**src/rtl/lfsr_health_pkg.sv**
```systemverilog
`default_nettype none
// ============================================================================
// Module      : lfsr_health_pkg
// Description : Shared types and constants for the LFSR health monitor:
//               FSM state encoding, fail-flag bit positions and default
//               parameter values.
// Revision    : 1.0 - initial release
// ============================================================================
package lfsr_health_pkg;

  typedef enum logic [1:0] {
    ST_IDLE = 2'd0,
    ST_RUN  = 2'd1,
    ST_FAIL = 2'd2
  } state_t;

  // Bit positions inside the 3-bit fail-flag vector
  localparam int FAIL_RCT  = 0;
  localparam int FAIL_APT  = 1;
  localparam int FAIL_ZERO = 2;

  localparam int DEF_RCT_CUTOFF = 4;
  localparam int DEF_APT_WINDOW = 64;
  localparam int DEF_APT_CUTOFF = 8;

endpackage
`default_nettype wire

```
**src/rtl/popcount8.sv**
```systemverilog
`default_nettype none
// ============================================================================
// Module      : popcount8
// Description : Combinational count of the 1 bits in an 8-bit value.
// Ports       : data  (in, 8)  - value to count
//               count (out, 4) - number of set bits, 0..8
// Revision    : 1.0 - initial release
// ============================================================================
module popcount8 (
  input  logic [7:0] data,
  output logic [3:0] count
);

  always_comb begin
    count = 4'd0;
    for (int i = 0; i < 8; i++) begin
      count = count + {3'd0, data[i]};
    end
  end

endmodule
`default_nettype wire

```
**src/rtl/lfsr_health_monitor.sv**
```systemverilog
`default_nettype none
// ============================================================================
// Module      : lfsr_health_monitor
// Description : Online health checker for an 8-bit LFSR byte stream. Runs a
//               repetition-count test, an adaptive-proportion test over fixed
//               windows and an all-zero lockup check, accumulates the ones
//               count of each clean window, and latches any failure until
//               clear or reset.
// Ports       : clk, rst_n (async, active-low)
//               sample_valid, sample[7:0]  - input stream
//               clear                      - synchronous soft clear
//               healthy, alarm, rct_fail, apt_fail, zero_fail,
//               window_done, ones_count[OW-1:0], windows_passed[7:0]
// Revision    : 1.0 - initial release
// ============================================================================
module lfsr_health_monitor
  import lfsr_health_pkg::*;
#(
  parameter int RCT_CUTOFF = DEF_RCT_CUTOFF,
  parameter int APT_WINDOW = DEF_APT_WINDOW,
  parameter int APT_CUTOFF = DEF_APT_CUTOFF,
  parameter int OW         = $clog2(8*APT_WINDOW+1)
) (
  input  logic          clk,
  input  logic          rst_n,
  input  logic          sample_valid,
  input  logic [7:0]    sample,
  input  logic          clear,
  output logic          healthy,
  output logic          alarm,
  output logic          rct_fail,
  output logic          apt_fail,
  output logic          zero_fail,
  output logic          window_done,
  output logic [OW-1:0] ones_count,
  output logic [7:0]    windows_passed
);

  localparam int IW = (APT_WINDOW > 2) ? $clog2(APT_WINDOW) : 1;
  localparam int RW = $clog2(RCT_CUTOFF + 1);
  localparam int AW = $clog2(APT_CUTOFF + 1);

  localparam logic [IW-1:0] IDX_LAST    = IW'(APT_WINDOW - 1);
  localparam logic [RW-1:0] REP_TRIP    = RW'(RCT_CUTOFF - 1);
  localparam logic [AW-1:0] APT_TRIP    = AW'(APT_CUTOFF - 1);

  state_t          state, state_nx;
  logic [IW-1:0]   idx, idx_nx;
  logic [7:0]      last_byte, last_nx;
  logic [RW-1:0]   rep_cnt, rep_nx;
  logic [7:0]      ref_byte, ref_nx;
  logic [AW-1:0]   apt_cnt, apt_nx;
  logic [OW-1:0]   ones_acc, acc_nx;
  logic [2:0]      flags, flags_nx;
  logic [OW-1:0]   oc_nx;
  logic [7:0]      wp_nx;
  logic            wd_nx, healthy_nx, alarm_nx;

  logic            accept;
  logic [2:0]      hits;
  logic [3:0]      pc;

  popcount8 u_popcount8 (
    .data  (sample),
    .count (pc)
  );

  assign accept = sample_valid && !clear && (state != ST_FAIL);

  // Failure checks on the incoming byte. rep_cnt == 0 marks "no previous
  // sample yet", so the very first byte can never trip the RCT.
  always_comb begin
    hits = 3'b000;
    hits[FAIL_RCT]  = (rep_cnt != '0) && (sample == last_byte) && (rep_cnt == REP_TRIP);
    hits[FAIL_APT]  = (idx != '0) && (sample == ref_byte) && (apt_cnt == APT_TRIP);
    hits[FAIL_ZERO] = (sample == 8'h00);
  end

  always_comb begin
    state_nx = state;
    idx_nx   = idx;
    last_nx  = last_byte;
    rep_nx   = rep_cnt;
    ref_nx   = ref_byte;
    apt_nx   = apt_cnt;
    acc_nx   = ones_acc;
    flags_nx = flags;
    oc_nx    = ones_count;
    wp_nx    = windows_passed;
    wd_nx    = 1'b0;

    if (clear) begin
      state_nx = ST_IDLE;
      idx_nx   = '0;
      last_nx  = '0;
      rep_nx   = '0;
      ref_nx   = '0;
      apt_nx   = '0;
      acc_nx   = '0;
      flags_nx = '0;
      oc_nx    = '0;
      wp_nx    = '0;
    end else if (accept) begin
      if (hits != 3'b000) begin
        // Failing sample: latch every tripped flag, leave window state as is
        flags_nx = flags | hits;
        state_nx = ST_FAIL;
      end else begin
        state_nx = ST_RUN;
        last_nx  = sample;
        if (rep_cnt == '0 || sample != last_byte) begin
          rep_nx = RW'(1);
        end else begin
          rep_nx = rep_cnt + RW'(1);
        end

        if (idx == '0) begin
          ref_nx = sample;
          apt_nx = AW'(1);
          acc_nx = OW'(pc);
        end else begin
          if (sample == ref_byte) begin
            apt_nx = apt_cnt + AW'(1);
          end
          acc_nx = ones_acc + OW'(pc);
        end

        if (idx == IDX_LAST) begin
          idx_nx = '0;
          oc_nx  = acc_nx;
          wd_nx  = 1'b1;
          if (windows_passed != 8'hFF) begin
            wp_nx = windows_passed + 8'd1;
          end
        end else begin
          idx_nx = idx + IW'(1);
        end
      end
    end

    alarm_nx   = |flags_nx;
    healthy_nx = (state_nx != ST_FAIL) && (wp_nx != 8'd0) && !alarm_nx;
  end

  always_ff @(posedge clk or negedge rst_n) begin
    if (!rst_n) begin
      state          <= ST_IDLE;
      idx            <= '0;
      last_byte      <= '0;
      rep_cnt        <= '0;
      ref_byte       <= '0;
      apt_cnt        <= '0;
      ones_acc       <= '0;
      flags          <= '0;
      ones_count     <= '0;
      windows_passed <= '0;
      window_done    <= 1'b0;
      healthy        <= 1'b0;
      alarm          <= 1'b0;
    end else begin
      state          <= state_nx;
      idx            <= idx_nx;
      last_byte      <= last_nx;
      rep_cnt        <= rep_nx;
      ref_byte       <= ref_nx;
      apt_cnt        <= apt_nx;
      ones_acc       <= acc_nx;
      flags          <= flags_nx;
      ones_count     <= oc_nx;
      windows_passed <= wp_nx;
      window_done    <= wd_nx;
      healthy        <= healthy_nx;
      alarm          <= alarm_nx;
    end
  end

  assign rct_fail  = flags[FAIL_RCT];
  assign apt_fail  = flags[FAIL_APT];
  assign zero_fail = flags[FAIL_ZERO];

endmodule
`default_nettype wire

```
**config.mk**
```make
export PLATFORM = sky130hd
export DESIGN_NAME = lfsr_health_monitor
export DESIGN_NICKNAME = d
export VERILOG_FILES = /design/src/rtl/lfsr_health_pkg.sv /design/src/rtl/popcount8.sv /design/src/rtl/lfsr_health_monitor.sv
export SDC_FILE = /design/constraint.sdc
export NUM_CORES = 1
export LEC_CHECK = 0
export CAP_MARGIN = 40
export CORE_MARGIN = 1.5
export CORE_UTILIZATION = 30
export CTS_BUF_LIST = sky130_fd_sc_hd__clkbuf_4
export CTS_CLUSTER_DIAMETER = 80
export DETAILED_ROUTE_END_ITERATION = 16
export GPL_TIMING_DRIVEN = 0
export PLACE_DENSITY = 0.59
export SETUP_SLACK_MARGIN = 0.15
export SKIP_LAST_GASP = 1
export SYNTH_ARGS = -nofsm -noshare
export SYNTH_HDL_FRONTEND = slang
export SYNTH_SLANG_ARGS = --single-unit
```
**constraint.sdc**
```tcl
create_clock -name clk -period 2.4 [get_ports clk]
set_input_delay 0.48 -clock clk [delete_from_list [all_inputs] [get_ports clk]]
set_output_delay 0.48 -clock clk [all_outputs]
set_load 0.01 [all_outputs]
```
# Word-level counts from Yosys, hierarchy flattened

Cells that the tools add are included.

Output and inout bits: 24
Input port bits: 12
Bits in registers: 65
Logic and storage cells: 106

Equality and inequality tests: 10
Multiplexer cells: 43
Reductions and logical operators: 27
Add/sub/neg operators: 12
Bitwise logic cells: 1

Operators by type and width:

| cell                                         | count |
|---|---|
| two-way mux 8 bit                            | 12 |
| two-way mux 10 bit                           | 8 |
| adder 4 x 1 -> 4 bit                         | 6 |
| two-way mux 6 bit                            | 4 |
| two-way mux 3 bit                            | 7 |
| two-way mux 4 bit                            | 5 |
| equality test 8 bit                          | 2 |
| adder 10 x 4 -> 10 bit                       | 1 |
| AND reduction 3 bit                          | 3 |
| nonzero test 3 bit                           | 3 |
| adder 8 x 1 -> 8 bit (second input constant) | 1 |
| logical AND 1 bit                            | 8 |
| logical NOT 8 bit                            | 1 |
| != test 8 bit                                | 1 |
| != test 8 bit (second input constant)        | 1 |
| nonzero test 8 bit                           | 1 |
| adder 6 x 1 -> 6 bit (second input constant) | 1 |
| equality test 6 bit (second input constant)  | 1 |
| logical NOT 6 bit                            | 1 |
| two-way mux 2 bit                            | 3 |
| != test 2 bit (second input constant)        | 3 |
| nonzero test 2 bit                           | 3 |
| nonzero test 6 bit                           | 1 |
| adder 4 x 1 -> 4 bit (second input constant) | 1 |
| 11 further kinds                             | 15 |

# Longest topological paths before layout

Word-level depth: 13
Depth in mapped cells: 17

# Hierarchy

Synthesis repeated with hierarchy kept, for this count alone.

Cells, all modules: 401
Area total of the unflattened synthesis: 3,788.6 um^2

Modules (own cells, without submodules):

| module              | cells each | area an instance (um^2) | instances |
|---|---|---|---|
| lfsr_health_monitor | 377        | 3,598.5                 | 1 |
| popcount8           | 24         | 190.2                   | 1 |

# Worst setup path after synthesis

Ideal clock, no wire load.

Kind: input to register
Start point: input sample[0]
End point: register ones_acc[9]
Arrival: 4,124 ps
Path slack: -1,849 ps
Setup time: 125 ps
Stages: 16
Cell sequence: inv_1 -> ha_1 -> inv_1 -> fa_1 -> fa_1 -> fa_1 -> fa_1 -> inv_1 -> ha_1 -> a21o_1 -> a21oi_1 -> nor2b_1 -> o21ai_1 -> or3_1 -> a21oi_1 -> mux2_2

Word-level cells in the longest chain between the ends: 12
Elaborated cells between the ends (all ways): 22

RTL lines:

| element                           | RTL line                   | text |
|---|---|---|
| start, declared                   | lfsr_health_monitor.sv:27  | `input logic [7:0] sample,` |
| adder 1 x 1 -> 2 bit              | popcount8.sv:17            | `count = count + {3'd0, data[i]};` |
| adder 4 x 1 -> 4 bit (6 in a row) | popcount8.sv:17            |  |
| adder 10 x 4 -> 10 bit            | lfsr_health_monitor.sv:125 | `acc_nx = ones_acc + OW'(pc);` |
| two-way mux 10 bit                | lfsr_health_monitor.sv:117 | `if (idx == '0) begin` |
| two-way mux 10 bit                | lfsr_health_monitor.sv:104 | `if (hits != 3'b000) begin` |
| two-way mux 10 bit                | lfsr_health_monitor.sv:103 | `end else if (accept) begin` |
| two-way mux 10 bit                | lfsr_health_monitor.sv:92  | `if (clear) begin` |
| end signal, assigned              | lfsr_health_monitor.sv:167 | `ones_acc <= acc_nx;` |
| end, declared                     | lfsr_health_monitor.sv:53  | `logic [OW-1:0] ones_acc, acc_nx;` |

Several ways; a longest one is shown, not always the timed one. The select of a mux whose other input is x is not followed.
A chain may end at the register's enable or synchronous reset.

# Worst setup path after layout

Start point: input sample[1]
End point: register ones_count[9]

Word-level cells in the longest chain between the ends: 13
Elaborated cells between the ends (all ways): 23

RTL lines:

| element                           | RTL line                   | text |
|---|---|---|
| adder 1 x 1 -> 2 bit              | popcount8.sv:17            |  |
| adder 4 x 1 -> 4 bit (6 in a row) | popcount8.sv:17            |  |
| adder 10 x 4 -> 10 bit            | lfsr_health_monitor.sv:125 |  |
| two-way mux 10 bit                | lfsr_health_monitor.sv:117 |  |
| two-way mux 10 bit                | lfsr_health_monitor.sv:128 | `if (idx == IDX_LAST) begin` |
| two-way mux 10 bit                | lfsr_health_monitor.sv:104 |  |
| two-way mux 10 bit                | lfsr_health_monitor.sv:103 |  |
| two-way mux 10 bit                | lfsr_health_monitor.sv:92  |  |
| end signal, assigned              | lfsr_health_monitor.sv:169 | `ones_count <= oc_nx;` |
| end, declared                     | lfsr_health_monitor.sv:35  | `output logic [OW-1:0] ones_count,` |

Several ways; a longest one is shown, not always the timed one. The select of a mux whose other input is x is not followed.

==> results.py <==
metrics = {
    "run_status": {
        "outcome": "finished, violations left",
        "violations": "setup timing",
    },
    "sta": {
        "setup_ws_ns": -1.455,
        "rsz0062_at_grt": "true",
        "fmax_mhz": 259.4,
        "min_period_ns": 3.855,
        "report.final.slew_viol_count": 0,
        "post-route-period-util": 1.606,
        "setup_viol": 21,
        "skew_ns": 0.01542,
        "worstMarginPinSlew_ns": 0.6085,
        "timing.slew.headroom": 0.5944,
        "hold_viol": 0,
    },
    "cts": {
        "cts_tree": "yes",
        "clock_latency_ns": 0.43,
        "clock_path_buffers": 2,
        "cts_made_buffers": 9,
        "clock-sinks": 65,
        "root_buffer": "clkbuf_4",
        "clkTransAtPathRegs_ns": 0.11,
        "cts.htree.levels": 3,
    },
    "worst_setup_path": {
        "critPathKind": "input pin to flip-flop",
        "critPathArrivalTime_ns": 4.17,
        "cp-start-kind": "input pin",
        "critPathCaptureType": "flip-flop",
        "reg2reg_to": "ones_count[6]",
        "cpLargestDelayFamily": "adder cells",
        "r2r_cells": 11,
        "crit_fanout": 6,
        "r2r-start": "rep_cnt[0]",
        "max_stage_delay_ns": 0.53,
        "cp_num_buf_inv": 4,
        "crit_path_top_delay_cell": "fa_1",
        "rrSetupSlack_ns": -0.10,
        "required_ns": 2.72,
        "crit_top_cell": "fa_1",
        "crit_chain": "buf_12 > inv_12 > ha_4 > inv_2 > fa_1 > fa_1 > fa_2 > fa_1 > inv_2 > ha_4 > a21o_1 > a21oi_2 > nor2b_1 > o21ai_2 > or3_4 > a21oi_4 > mux2_4",
        "crit_start": "sample[1]",
    },
    "finish": {
        "area_growth_pct": 43.68,
        "final_nets": 531,
        "final_core_util": 0.4448,
        "final_layout_size_suffix_gt1_frac": 0.3095,
    },
    "detailed_routing": {
        "viasPerCell": 4.908,
        "wl_microns": 9994,
        "wl_per_cell_microns": 14.85,
        "post-route-drc-count": 0,
        "ant_nets": 0,
        "drt-initial-drc-count": 178,
        "dr.pass1.iters": 4,
        "vias": 3303,
    },
    "place": {
        "dpl.hpwl_microns": 6612,
        "gp_congestion": 0.8169,
        "pre_cts_slack_ns": -2.641,
        "portBuffers": 34,
    },
    "global_routing": {
        "grt_start_max_net_pins": 50,
        "grt_pass1_vias": 3099,
        "antenna_found_initial": 1,
        "grt_pass1_wl_microns": 15830,
        "grt_overflow_total": 0,
        "track_usage": 0.1547,
    },
    "synthesis": {
        "synthDistinctLibCells": 54,
        "synth_area_sq_um": 3750,
        "ys_top_cells_by_area": "dfrtp_1, ha_1, o21ai_0, nand2_1, xnor2_1",
        "async_reset_ff_frac": 1.000,
        "yosys_warnings": 0,
        "post-synth-top-area-fraction": 0.4338,
        "yosys-top-cells-count": "dfrtp_1, nand2_1, o21ai_0",
        "synthFlopType": "dfrtp_1",
        "seq_area_frac_synth": 0.4338,
        "synth-seq-cells": 65,
        "yosysTopAreaCell": "dfrtp_1",
        "syn_nets": 428,
        "synth.most_common_cell": "dfrtp_1",
        "syn_inst": 396,
        "synth_edf_count": 0,
        "synth_area_per_cell_sq_um": 9.469,
    },
    "worst_hold_path": {
        "min_from": "sample[0]",
        "whs_endpoint": "ref_byte[0]",
        "hold_path_depth": 3,
        "worst_hold_path_type": "input pin to flip-flop",
    },
    "floorplan": {
        "die_h_microns": 114.8,
        "io_pins": 36,
        "design.die.area_sq_um": 13180,
        "die_w_microns": 114.8,
        "coreArea_sq_um": 12110,
        "rows": 40,
        "start_util": 0.3096,
    },
    "power": {
        "ir_worst_vdd_v": 0.0002692,
        "p_per_area_nw_per_um2": 508.3,
        "p_leak_nw": 2.431,
        "power_mw": 2.738,
    },
    "job": {
        "cap_violations": 0,
    },
}
## per-stage QoR
step / setup TNS [ns] / area (sq um) / instances / hold WS [ns]
final: -23.29 / 5388 / 673 / 0.2937
after global routing: -25.81 / 5388 / 673 / 0.2791
after CTS: -22.32 / 4912 / 641 / 0.2929
after detailed placement: -78.24 / 4414 / 599 / 0.3751
after global placement: -171.67 / 4389 / 598 / 0.4643
after floorplan: -25.46 / 3839 / 396 / 0.1844
## per-layer routing
layer  share of wire  global-route usage  up-vias
met1            0.46              0.2068     1633
met2            0.49              0.2523       68
met4           0.016             0.06584        0
met5               0                   0        -
li1                -                   -     1592
met3           0.036             0.02214       10
## state kept, by name, indices dropped and copies added (netlist names)
register        count
ones_count         10
windows_passed      8
ones_acc           10
last_byte           8
healthy             1
apt_cnt             4
flags               3
idx                 6
rep_cnt             3
alarm               1
window_done         1
state               2
ref_byte            8
## how the worst max path moves through the flow
| stage | end | slack (ns) | cells after the start |
|---|---|---|---|
| 6_report | ones_count[9] | -1.45 | 17 |
| 5_1_grt | ones_count[6] | -1.59 | 17 |
| 4_1_cts | ones_count[6] | -1.46 | 17 |
| 3_5_place_dp | ones_count[9] | -2.64 | 17 |
| 3_3_place_gp | ones_count[6] | -2.62 | 17 |
| 2_1_floorplan | ones_count[6] | -1.63 | 16 |
## report_power, final
| part | leakage, nW | internal [mW] | switching, mW | total (mW) |
|---|---|---|---|---|
| registers | 0.892 | 1.13 | 0.0321 | 1.17 |
| clock network | 0.0971 | 0.519 | 0.419 | 0.938 |
| logic | 1.44 | 0.294 | 0.341 | 0.634 |
| total | 2.43 | 1.95 | 0.792 | 2.74 |
## area by class of cell
type / count / area (sq um)
inverter: 27 / 118.9
buffer: 15 / 127.6
antenna: 1 / 2.502
fill: 1191 / 6724
multi-input combinational: 289 / 2271
tap: 168 / 210.2
sequential: 65 / 1627
timing repair buffer: 92 / 854.6
clock buffer: 9 / 67.56
clock inverter: 7 / 108.9
## cells by family (layout without fill, tap and decap cells)
group	count (synthesis)	after routing	synth area share
buf+inv	42	150	0.04605
compound gates	81	81	0.1338
xor+xnor	28	28	0.06540
flops	65	65	0.4338
simple gates	150	150	0.2156
other cells	0	1	0
mux	10	10	0.02869
fa+ha+maj	20	20	0.07674
## worst register-to-register path, stage by stage (launching register included)
cell	delay, ns
dfrtp_1	0.39
inv_1	0.06
ha_2	0.17
nand2b_1	0.09
nand4_1	0.17
nor4_4	0.42
nor3_4	0.09
buf_4	0.14
nand2_2	0.06
inv_2	0.06
nor2_2	0.35
mux2_2	0.38
## timing repair
item	4_1_cts	5_1_grt
endpoints found under the hold margin	16	0
endpoints found under the setup margin	61	56
cloned	0	1
hold buffers	1	0
setup buffers	25	30
gates resized for setup	59	82
pin swaps	16	21
## cell usage in the layout, fill, tap and decap left out, types with 9 or more instances in the layout
master / count
and2_1: 11
xnor2_1: 14
nand3_1: 13
inv_1: 20
o21ai_1: 17
buf_4: 47
xor2_1: 13
dfrtp_1: 65
clkbuf_4: 9
o21ai_2: 9
clkdlybuf4s50_1: 24
ha_1: 12
nand2_1: 38
o21ai_0: 10
nand4_1: 10
buf_6: 17
nor2_1: 27
Power figures use the tool's default switching activity.
